`src/rtl/dcache_data_wr_sched_pkg.sv`:
```
// Shared types and constants for the data-RAM write-port scheduler.
package dcache_data_wr_sched_pkg;

    localparam int unsigned DEF_LINE   = 128;
    localparam int unsigned DEF_BLOCK  = 8;
    localparam int unsigned WORD_BYTES = 4;
    localparam int unsigned WORD_BITS  = 8 * WORD_BYTES;
    localparam int unsigned IDX_W      = $clog2(DEF_LINE);
    localparam int unsigned OFF_W      = $clog2(DEF_BLOCK);

    typedef enum logic [1:0] {
        IDLE  = 2'd0,
        FILL  = 2'd1,
        WRITE = 2'd2
    } wr_state_e;

    // One queued store-hit write.
    typedef struct packed {
        logic [IDX_W-1:0]      index;
        logic [OFF_W-1:0]      offset;
        logic [WORD_BYTES-1:0] strb;
        logic [WORD_BITS-1:0]  data;
    } st_entry_t;

endpackage

```
`src/rtl/dcache_data_wr_sched_sync_fifo.sv`:
```
// Small synchronous FIFO used as the store-hit write queue. Head is visible on rdata.
module dcache_data_wr_sched_sync_fifo #(
    parameter int unsigned WIDTH = 8,
    parameter int unsigned DEPTH = 2
) (
    input  logic             clk,
    input  logic             rst,
    input  logic             push,
    input  logic [WIDTH-1:0] wdata,
    input  logic             pop,
    output logic [WIDTH-1:0] rdata,
    output logic             full,
    output logic             empty
);

    localparam int unsigned PW = $clog2(DEPTH);

    logic [WIDTH-1:0] mem [DEPTH];
    logic [PW-1:0]    wptr;
    logic [PW-1:0]    rptr;
    logic [PW:0]      count;
    logic             do_push;
    logic             do_pop;

    assign full    = (count == (PW + 1)'(DEPTH));
    assign empty   = (count == '0);
    assign do_push = push && !full;
    assign do_pop  = pop && !empty;
    assign rdata   = mem[rptr];

    // Pointer and occupancy tracking.
    always_ff @(posedge clk or posedge rst) begin
        if (rst) begin
            wptr  <= '0;
            rptr  <= '0;
            count <= '0;
        end else begin
            if (do_push) wptr <= wptr + 1'b1;
            if (do_pop)  rptr <= rptr + 1'b1;
            case ({do_push, do_pop})
                2'b10:   count <= count + 1'b1;
                2'b01:   count <= count - 1'b1;
                default: ;
            endcase
        end
    end

    // Storage is not reset; entries are only read once written.
    always_ff @(posedge clk) begin
        if (do_push) mem[wptr] <= wdata;
    end

endmodule

```
`src/rtl/dcache_data_wr_sched.sv`:
```
// Data-RAM write-port scheduler: assembles refill beats into a line, queues store hits,
// and issues at most one write per cycle with the refill line write taking priority.
module dcache_data_wr_sched
    import dcache_data_wr_sched_pkg::*;
#(
    parameter int unsigned LINE     = DEF_LINE,
    parameter int unsigned BLOCK    = DEF_BLOCK,
    parameter int unsigned SQ_DEPTH = 2
) (
    input  logic                          clk,
    input  logic                          rst,
    input  logic                          refill_req_valid,
    output logic                          refill_req_ready,
    input  logic [$clog2(LINE)-1:0]       refill_req_index,
    input  logic                          beat_valid,
    output logic                          beat_ready,
    input  logic [31:0]                   beat_data,
    input  logic                          beat_last,
    output logic                          refill_done,
    output logic                          refill_err,
    input  logic                          st_valid,
    output logic                          st_ready,
    input  logic [$clog2(LINE)-1:0]       st_index,
    input  logic [$clog2(BLOCK)-1:0]      st_offset,
    input  logic [3:0]                    st_strb,
    input  logic [31:0]                   st_data,
    output logic [4*BLOCK-1:0]            ram_wen,
    output logic [$clog2(LINE)-1:0]       ram_windex,
    output logic [32*BLOCK-1:0]           ram_wdata,
    output logic                          idle
);

    localparam int unsigned IW = $clog2(LINE);
    localparam int unsigned OW = $clog2(BLOCK);
    localparam logic [OW-1:0] LAST_BEAT = OW'(BLOCK - 1);

    // The store-entry struct is sized from the package defaults.
    if (LINE != DEF_LINE || BLOCK != DEF_BLOCK) begin : g_param_check
        $error("LINE/BLOCK must match the package store-entry widths");
    end

    wr_state_e     state;
    logic [OW-1:0] cnt;
    logic [IW-1:0] refill_idx;
    logic [31:0]   line_buf [BLOCK];

    logic          beat_fire;
    logic          fifo_full;
    logic          fifo_empty;
    logic          st_block;
    logic          st_issue;
    st_entry_t     st_in;
    st_entry_t     head;

    assign beat_fire = beat_valid && beat_ready;
    assign st_ready  = !fifo_full;
    assign idle      = (state == IDLE) && fifo_empty;

    assign st_in = '{index: st_index, offset: st_offset, strb: st_strb, data: st_data};

    // Refill FSM with registered handshake/status outputs.
    always_ff @(posedge clk or posedge rst) begin
        if (rst) begin
            state            <= IDLE;
            cnt              <= '0;
            refill_idx       <= '0;
            refill_req_ready <= 1'b1;
            beat_ready       <= 1'b0;
            refill_done      <= 1'b0;
            refill_err       <= 1'b0;
        end else begin
            refill_done <= 1'b0;
            case (state)
                IDLE: begin
                    if (refill_req_valid && refill_req_ready) begin
                        state            <= FILL;
                        refill_idx       <= refill_req_index;
                        refill_req_ready <= 1'b0;
                        beat_ready       <= 1'b1;
                    end
                end
                FILL: begin
                    if (beat_fire) begin
                        // Length is fixed at BLOCK beats; beat_last only flags a protocol error.
                        if (beat_last != (cnt == LAST_BEAT)) refill_err <= 1'b1;
                        if (cnt == LAST_BEAT) begin
                            cnt         <= '0;
                            state       <= WRITE;
                            beat_ready  <= 1'b0;
                            refill_done <= 1'b1;
                        end else begin
                            cnt <= cnt + 1'b1;
                        end
                    end
                end
                WRITE: begin
                    state            <= IDLE;
                    refill_req_ready <= 1'b1;
                end
                default: begin
                    state            <= IDLE;
                    refill_req_ready <= 1'b1;
                    beat_ready       <= 1'b0;
                end
            endcase
        end
    end

    // Line buffer capture; not reset since a partial line is never written out.
    always_ff @(posedge clk) begin
        if (beat_fire) line_buf[cnt] <= beat_data;
    end

    dcache_data_wr_sched_sync_fifo #(
        .WIDTH ($bits(st_entry_t)),
        .DEPTH (SQ_DEPTH)
    ) u_store_q (
        .clk   (clk),
        .rst   (rst),
        .push  (st_valid && st_ready),
        .wdata (st_in),
        .pop   (st_issue),
        .rdata (head),
        .full  (fifo_full),
        .empty (fifo_empty)
    );

    // A store to the line being refilled must land after the line write.
    always_comb begin
        st_block = (state == WRITE) || ((state == FILL) && (head.index == refill_idx));
        st_issue = !fifo_empty && !st_block;
    end

    // Single write-port mux: refill line write wins over the store queue head.
    always_comb begin
        ram_wen    = '0;
        ram_windex = '0;
        ram_wdata  = '0;
        if (state == WRITE) begin
            ram_wen    = '1;
            ram_windex = refill_idx;
            for (int w = 0; w < int'(BLOCK); w++) begin
                ram_wdata[w*32 +: 32] = line_buf[w];
            end
        end else if (st_issue) begin
            ram_windex = head.index;
            for (int w = 0; w < int'(BLOCK); w++) begin
                ram_wdata[w*32 +: 32] = head.data;
                if (head.offset == OW'(w)) ram_wen[w*WORD_BYTES +: WORD_BYTES] = head.strb;
            end
        end
    end

endmodule
```
`config.mk`:
```
export PLATFORM = sky130hd
export DESIGN_NAME = dcache_data_wr_sched
export DESIGN_NICKNAME = d
export VERILOG_FILES = /design/src/rtl/dcache_data_wr_sched_pkg.sv /design/src/rtl/dcache_data_wr_sched_sync_fifo.sv /design/src/rtl/dcache_data_wr_sched.sv
export SDC_FILE = /design/constraint.sdc
export NUM_CORES = 1
export LEC_CHECK = 0
export ABC_CLOCK_PERIOD_IN_PS = 5750
export CORE_ASPECT_RATIO = 0.9
export CORE_MARGIN = 10
export CORE_UTILIZATION = 46
export DETAILED_ROUTE_END_ITERATION = 6
export PLACE_DENSITY = 0.76
export SLEW_MARGIN = 10
export SYNTH_ARGS = -nofsm -noshare
export SYNTH_HDL_FRONTEND = slang
export SYNTH_SLANG_ARGS = --single-unit
```
`constraint.sdc`:
```
create_clock -name clk -period 5.75 [get_ports clk]
set_input_delay 1.725 -clock clk [delete_from_list [all_inputs] [get_ports clk]]
set_output_delay 1.725 -clock clk [all_outputs]
set_load 0.02 [all_outputs]
```
# After elaboration in Yosys (flattened, before gate mapping)
# Memories as Yosys holds them, arrays and structs flattened.
# Cells that the tools add are included.
[totals]
output_inout_bits = 301
n_memories = 2
ff_bits = 20
wordCells = 92
mem_bits_rw = 348
in_bits = 91
[op_classes]
n_eq_ne = 18
mux = 33
reduce_logical = 22
n_addsub = 5
bitwise_logic = 2
[mem_list]
columns = ["name", "words", "width", "rd", "rd_clocked_by_memory_dff", "write_ports", "line_no", "rtl"]
rows = [
  ["line_buf", 8, 32, 8, 0, 1, "dcache_data_wr_sched.sv:45", "logic [31:0] line_buf [BLOCK];"],
  ["u_store_q.mem", 2, 46, 1, 0, 1, "dcache_data_wr_sched_sync_fifo.sv:18", "logic [WIDTH-1:0] mem [DEPTH];"],
]
[ops]
columns = ["cell", "count"]
rows = [
  ["two-way mux 256 bit", 2],
  ["two-way mux 32 bit", 2],
  ["two-way mux 4 bit", 8],
  ["== test 3 bit, second input constant", 5],
  ["two-way mux 7 bit", 2],
  ["two-way mux 1 bit", 11],
  ["logical AND 1 bit", 8],
  ["case mux 2 bit (2 select lines)", 2],
  ["== test 7 bit", 1],
  ["== test 2 bit, second input constant", 3],
  ["== test 3 x 2 -> 1 bit, second input constant", 2],
  ["two-way mux 2 bit", 3],
  ["AND reduction 2 bit", 3],
  ["AND reduction 3 bit", 2],
  ["== test 2 x 1 -> 1 bit, second input constant", 2],
  ["logical NOT 2 bit", 2],
  ["!= test 2 bit, second input constant", 2],
  ["AND reduction 4 bit", 1],
  ["adder 3 x 1 -> 3 bit, second input constant", 1],
  ["== test 3 x 1 -> 1 bit, second input constant", 1],
  ["logical NOT 1 bit", 3],
  ["logical NOT 3 bit", 1],
  ["two-way mux 3 bit", 1],
  ["case mux 1 bit (3 select lines)", 1],
  ["9 further kinds", 11],
]

# Depth between registers and ports, before layout
# An unclocked memory read counts as a cell.
[depth]
depth_word = 9
mapped_depth = 11
mapped_depth_nobuf = 8

# By module
# A second synthesis with hierarchy kept.
[unflattened]
hier_cells = 907
hier_area_um2 = 15422.3
[by_module_without_submodules]
columns = ["module", "area_per_inst_um2", "seq_area_each_um2", "n_inst", "cells_each"]
rows = [
  ["dcache_data_wr_sched", 11778.8, 8089.0, 1, 745],
  ["dcache_data_wr_sched_sync_fifo", 3643.5, 2862.7, 1, 162],
]

# Worst setup path after synthesis
# OpenSTA, ideal clock, no wires.
[synth_path]
path_kind = "input to register"
from = "input beat_valid"
to = "memory line_buf[0][0] (enable)"
required_ps = 5289
setup_time_ps = 461
path_slack_ps = 1211
n_path_buf = 0
stages = 2
arrival_ps = 4078
path_cell_list = "nand3b_1 nor3_1"
[synth_via]
elab_chain_cells = 3
[synth_lines]
columns = ["element", "line_no", "rtl"]
rows = [
  ["from (decl)", "dcache_data_wr_sched.sv:15", "input logic beat_valid,"],
  ["logical AND 1 bit", "dcache_data_wr_sched.sv:55", "assign beat_fire = beat_valid && beat_ready;"],
  ["two-way mux 1 bit", "dcache_data_wr_sched.sv:111", "if (beat_fire) line_buf[cnt] <= beat_data;"],
  ["two-way mux 1 bit (implied by the code)", "dcache_data_wr_sched.sv:111", ""],
  ["to (decl)", "dcache_data_wr_sched.sv:45", ""],
]
# No other way between the ends.

# Final worst setup path
[layout_path]
from = "register u_store_q.rptr"
to = "output ram_wdata[240]"
[layout_via]
elab_chain_cells = 8
[layout_lines]
columns = ["element", "line_no", "rtl"]
rows = [
  ["from (decl)", "dcache_data_wr_sched_sync_fifo.sv:20", "logic [PW-1:0] rptr;"],
  ["from (signal assigned)", "dcache_data_wr_sched_sync_fifo.sv:39", "if (do_pop) rptr <= rptr + 1'b1;"],
  ["memory (2 x 46 bit) (*)", "--", ""],
  ["== test 7 bit", "dcache_data_wr_sched.sv:130", "st_block = (state == WRITE) || ((state == FILL) && (head.index == refill_idx));"],
  ["logical AND 1 bit", "dcache_data_wr_sched.sv:130", ""],
  ["logical OR 1 bit", "dcache_data_wr_sched.sv:130", ""],
  ["logical NOT 1 bit", "dcache_data_wr_sched.sv:131", "st_issue = !fifo_empty && !st_block;"],
  ["logical AND 1 bit", "dcache_data_wr_sched.sv:131", ""],
  ["two-way mux 256 bit (*)", "dcache_data_wr_sched.sv:145", "end else if (st_issue) begin"],
  ["two-way mux 256 bit (*)", "dcache_data_wr_sched.sv:139", "if (state == WRITE) begin"],
  ["to (decl)", "dcache_data_wr_sched.sv:29", "output logic [32*BLOCK-1:0] ram_wdata,"],
]
# Every way passes the cells marked *; elsewhere a longest branch is shown, timed or not.

==> metrics.txt <==
Vias 9671; Post-CTS Setup Inserts 0; Netlist cell types 39; CTS root buf clkbuf_16; design area 0.0207 mm²; #FFs+latches synth 368; RR Startpoint u_store_q.rptr; GRT Residual Overflow 0; NetSw 5.10 mW; iteration count of the initial detailed-routing pass 5; Synth Area in Simple Gates 0.0216; startpoint types flip-flop; number of global-route vias before repair 9656; Mean Syn Cell Area 16.5 µm²; total power 13.1 mW; initial antenna violation count 4; Pwr Density 631 mW/mm²; LEAKAGE 8.41 nW; mux cell area share after synthesis 0.0367; pin count of the biggest net entering global routing 163; Clock Skews 0.0200 ns; unrepaired setup endpoints after global routing no; register share of total power 0.279; number of remaining DRC errors 0; Area growth syn-to-layout 38.8%; Tmin final 5.52 ns; Max-Cap Viols 0; CTS tree done; Vias/cell 5.53; Synth Area in Compound Gates 0.179; adder-cell share of the synthesized area 0.00252; first-pass GRT wire length 64400 µm; Ys Warns 0; Place WS 0.698 ns; Int Pwr 7.95 mW; Rows 62; Crit path arrival time 3.80 ns; Reg2Reg Setup Slack 2.92 ns; WP buf/inv 2; Die Wd 210 µm; Worst Hold Class reg -> reg; Slew HR 0.229; Logic pwr share 0.533; CP delay by family, top compound AO/OA/AOI/OAI gates; Async S/R FF share, synth 0.0543; Synth area leaders edfxtp_1 (70%), a21o_1 (13%), dfrtp_1 (3.2%), mux2i_1 (2.7%), a211oi_2 (2.4%); GPL Wtd Cong 0.813; Crit-path slowest cell a211oi_2; CORE AREA 0.0320 mm²; final antenna-violating net count 0; Final setup viols 0; Synth area leader edfxtp_1; CTS-repair resized insts 0; Final WS setup 0.225 ns; Tcrit/Tclk final 0.961; switching part of the total 0.391; Worst Min Path Start refill_err; Peak VDD IR 411 µV; largest family of logic cells by synthesized area compound AO/OA/AOI/OAI gates; Die Y 191 µm; DPL Wire Length 30700 µm; Post-layout nets 1397; Setup CP Type reg -> out; Post-Synth XOR/XNOR Area 0.00764; clock share of power 0.188; most frequent cells after synthesis edfxtp_1 (348), a21o_1 (257), mux2i_1 (40), o31ai_1 (38), clkbuf_1 (36); crit path launch u_store_q.rptr; placed inst area 0.0194 mm²; endpoint type of the worst setup path output port; post-DR wirelength/cell 25.4 µm; Reg clk slew, reported paths 0.06 ns; largest incremental delay on the critical path 0.96 ns; die area 0.0400 mm²; Final Routed Wirelength 44400 µm; max-slew violations 0; htree depth 2; top cell type's share of synthesized area 0.702; post-synthesis instance area 0.0149 mm²; critical path peak fanout 28; IO Pins 392; clock tree buffer depth 3; syn_nets 995; top-count cell post-synth edfxtp_1; Setup TNS 0 ns; CTS Buf Count 39; Worst-Skew Late Latency 0.53 ns; Initial Util 0.466; crit-path cells buf_4 -> mux2i_1 -> a211oi_2 -> a21o_1 -> clkdlybuf4s50_1; Mapped Cells 901; IO buf count 391; top_reg_cell synth edfxtp_1; sequential area share after synthesis 0.735; run status complete, no violations; Post-synth EDFFs 348; Detailed Route Iter0 Violations 772; cts hold-fix bufs 0; layout cell share with drive strength beyond 1 0.106; final hold vios 0; fmax 0.181 GHz; GR Util All Layers 0.213; Clock Sinks 368; worst slew pin tran 1.15 ns; critical path data required time 4.03 ns
-- kinds of logic (layout without fill, tap and decap cells) --
family,after synthesis,after routing
compound gates,338,338
xor+xnor,13,13
fa+ha+maj,3,3
buf+inv,61,489
flops,368,368
mux,53,53
other cells,0,3
simple gates,65,65
-- through the flow --
step / instances / utilization / hold slack [ns]
finish: 1748 / 0.647 / 0.491
global route: 1747 / 0.647 / 0.537
CTS: 1745 / 0.647 / 0.490
detailed placement: 1678 / 0.608 / 0.474
global placement: 1678 / 0.607 / 0.471
floorplan: 901 / - / 0.461
-- cell type report --
| cell class | count | area, µm² |
|---|---|---|
| multi-input combinational | 472 | 3790 |
| sequential | 368 | 11000 |
| fill | 2298 | 11300 |
| tap | 416 | 520 |
| clock inverter | 21 | 223 |
| timing repair buffer | 417 | 4130 |
| inverter | 5 | 18.8 |
| clock buffer | 46 | 1030 |
| antenna | 3 | 7.51 |
-- registers in the layout, indices dropped and copies added (netlist names) --
signal,cells
u_store_q.rptr,1
refill_req_ready,1
refill_err,1
beat_ready,1
refill_idx,7
u_store_q.mem,92
state,2
u_store_q.count,2
refill_done,1
line_buf,256
cnt,3
u_store_q.wptr,1
-- routing by layer --
metal | track usage | share of wire
met2 | 0.359 | 0.50
met5 | 0 | 0.00029
met4 | 0.0409 | 0.012
met3 | 0.0640 | 0.091
met1 | 0.268 | 0.40
-- placed cells by master (no fill, tap or decap), drive strengths merged, types with 11 or more instances in the layout --
cell           netlist  final
nor2                18     18
clkinv               0     13
clkbuf              36     46
a211oi              32     32
mux2i               40     40
xnor2               11     11
edfxtp             348    348
clkdlybuf4s50        0    391
buf                 20     26
o31ai               38     38
a21o               257    257
dfrtp               19     19
nand2               24     24
mux2                13     13
-- final timing paths --
kind | endpoint | depth (start not counted)
min in group asynchronous | refill_idx[3] | 2
min | refill_err | 1
min reg2reg | refill_err | 1
max | ram_wdata[240] | 5
max reg2reg | u_store_q.count[1] | 8
max in group asynchronous | u_store_q.rptr | 2
-- worst reg2reg max path, stage by stage (launching register included) --
cell     delay (ns)
dfrtp_4        0.68
mux2i_1        0.33
xnor2_1        0.16
nor4_4         0.40
buf_4          0.37
a21oi_1        0.17
ha_1           0.36
nor2_1         0.14
xor2_1         0.15
-- power by group through the flow --
stage | combinational [mW] | clock [mW] | sequential [mW]
2_1_floorplan | 3.68 | 0 | 3.61
3_3_place_gp | 6.95 | 0 | 3.68
3_5_place_dp | 6.99 | 0 | 3.69
4_1_cts | 7.05 | 2.50 | 3.64
5_1_grt | 7.33 | 2.60 | 3.68
6_report | 6.95 | 2.46 | 3.64
No activity file was read; power rests on OpenSTA's default activity.
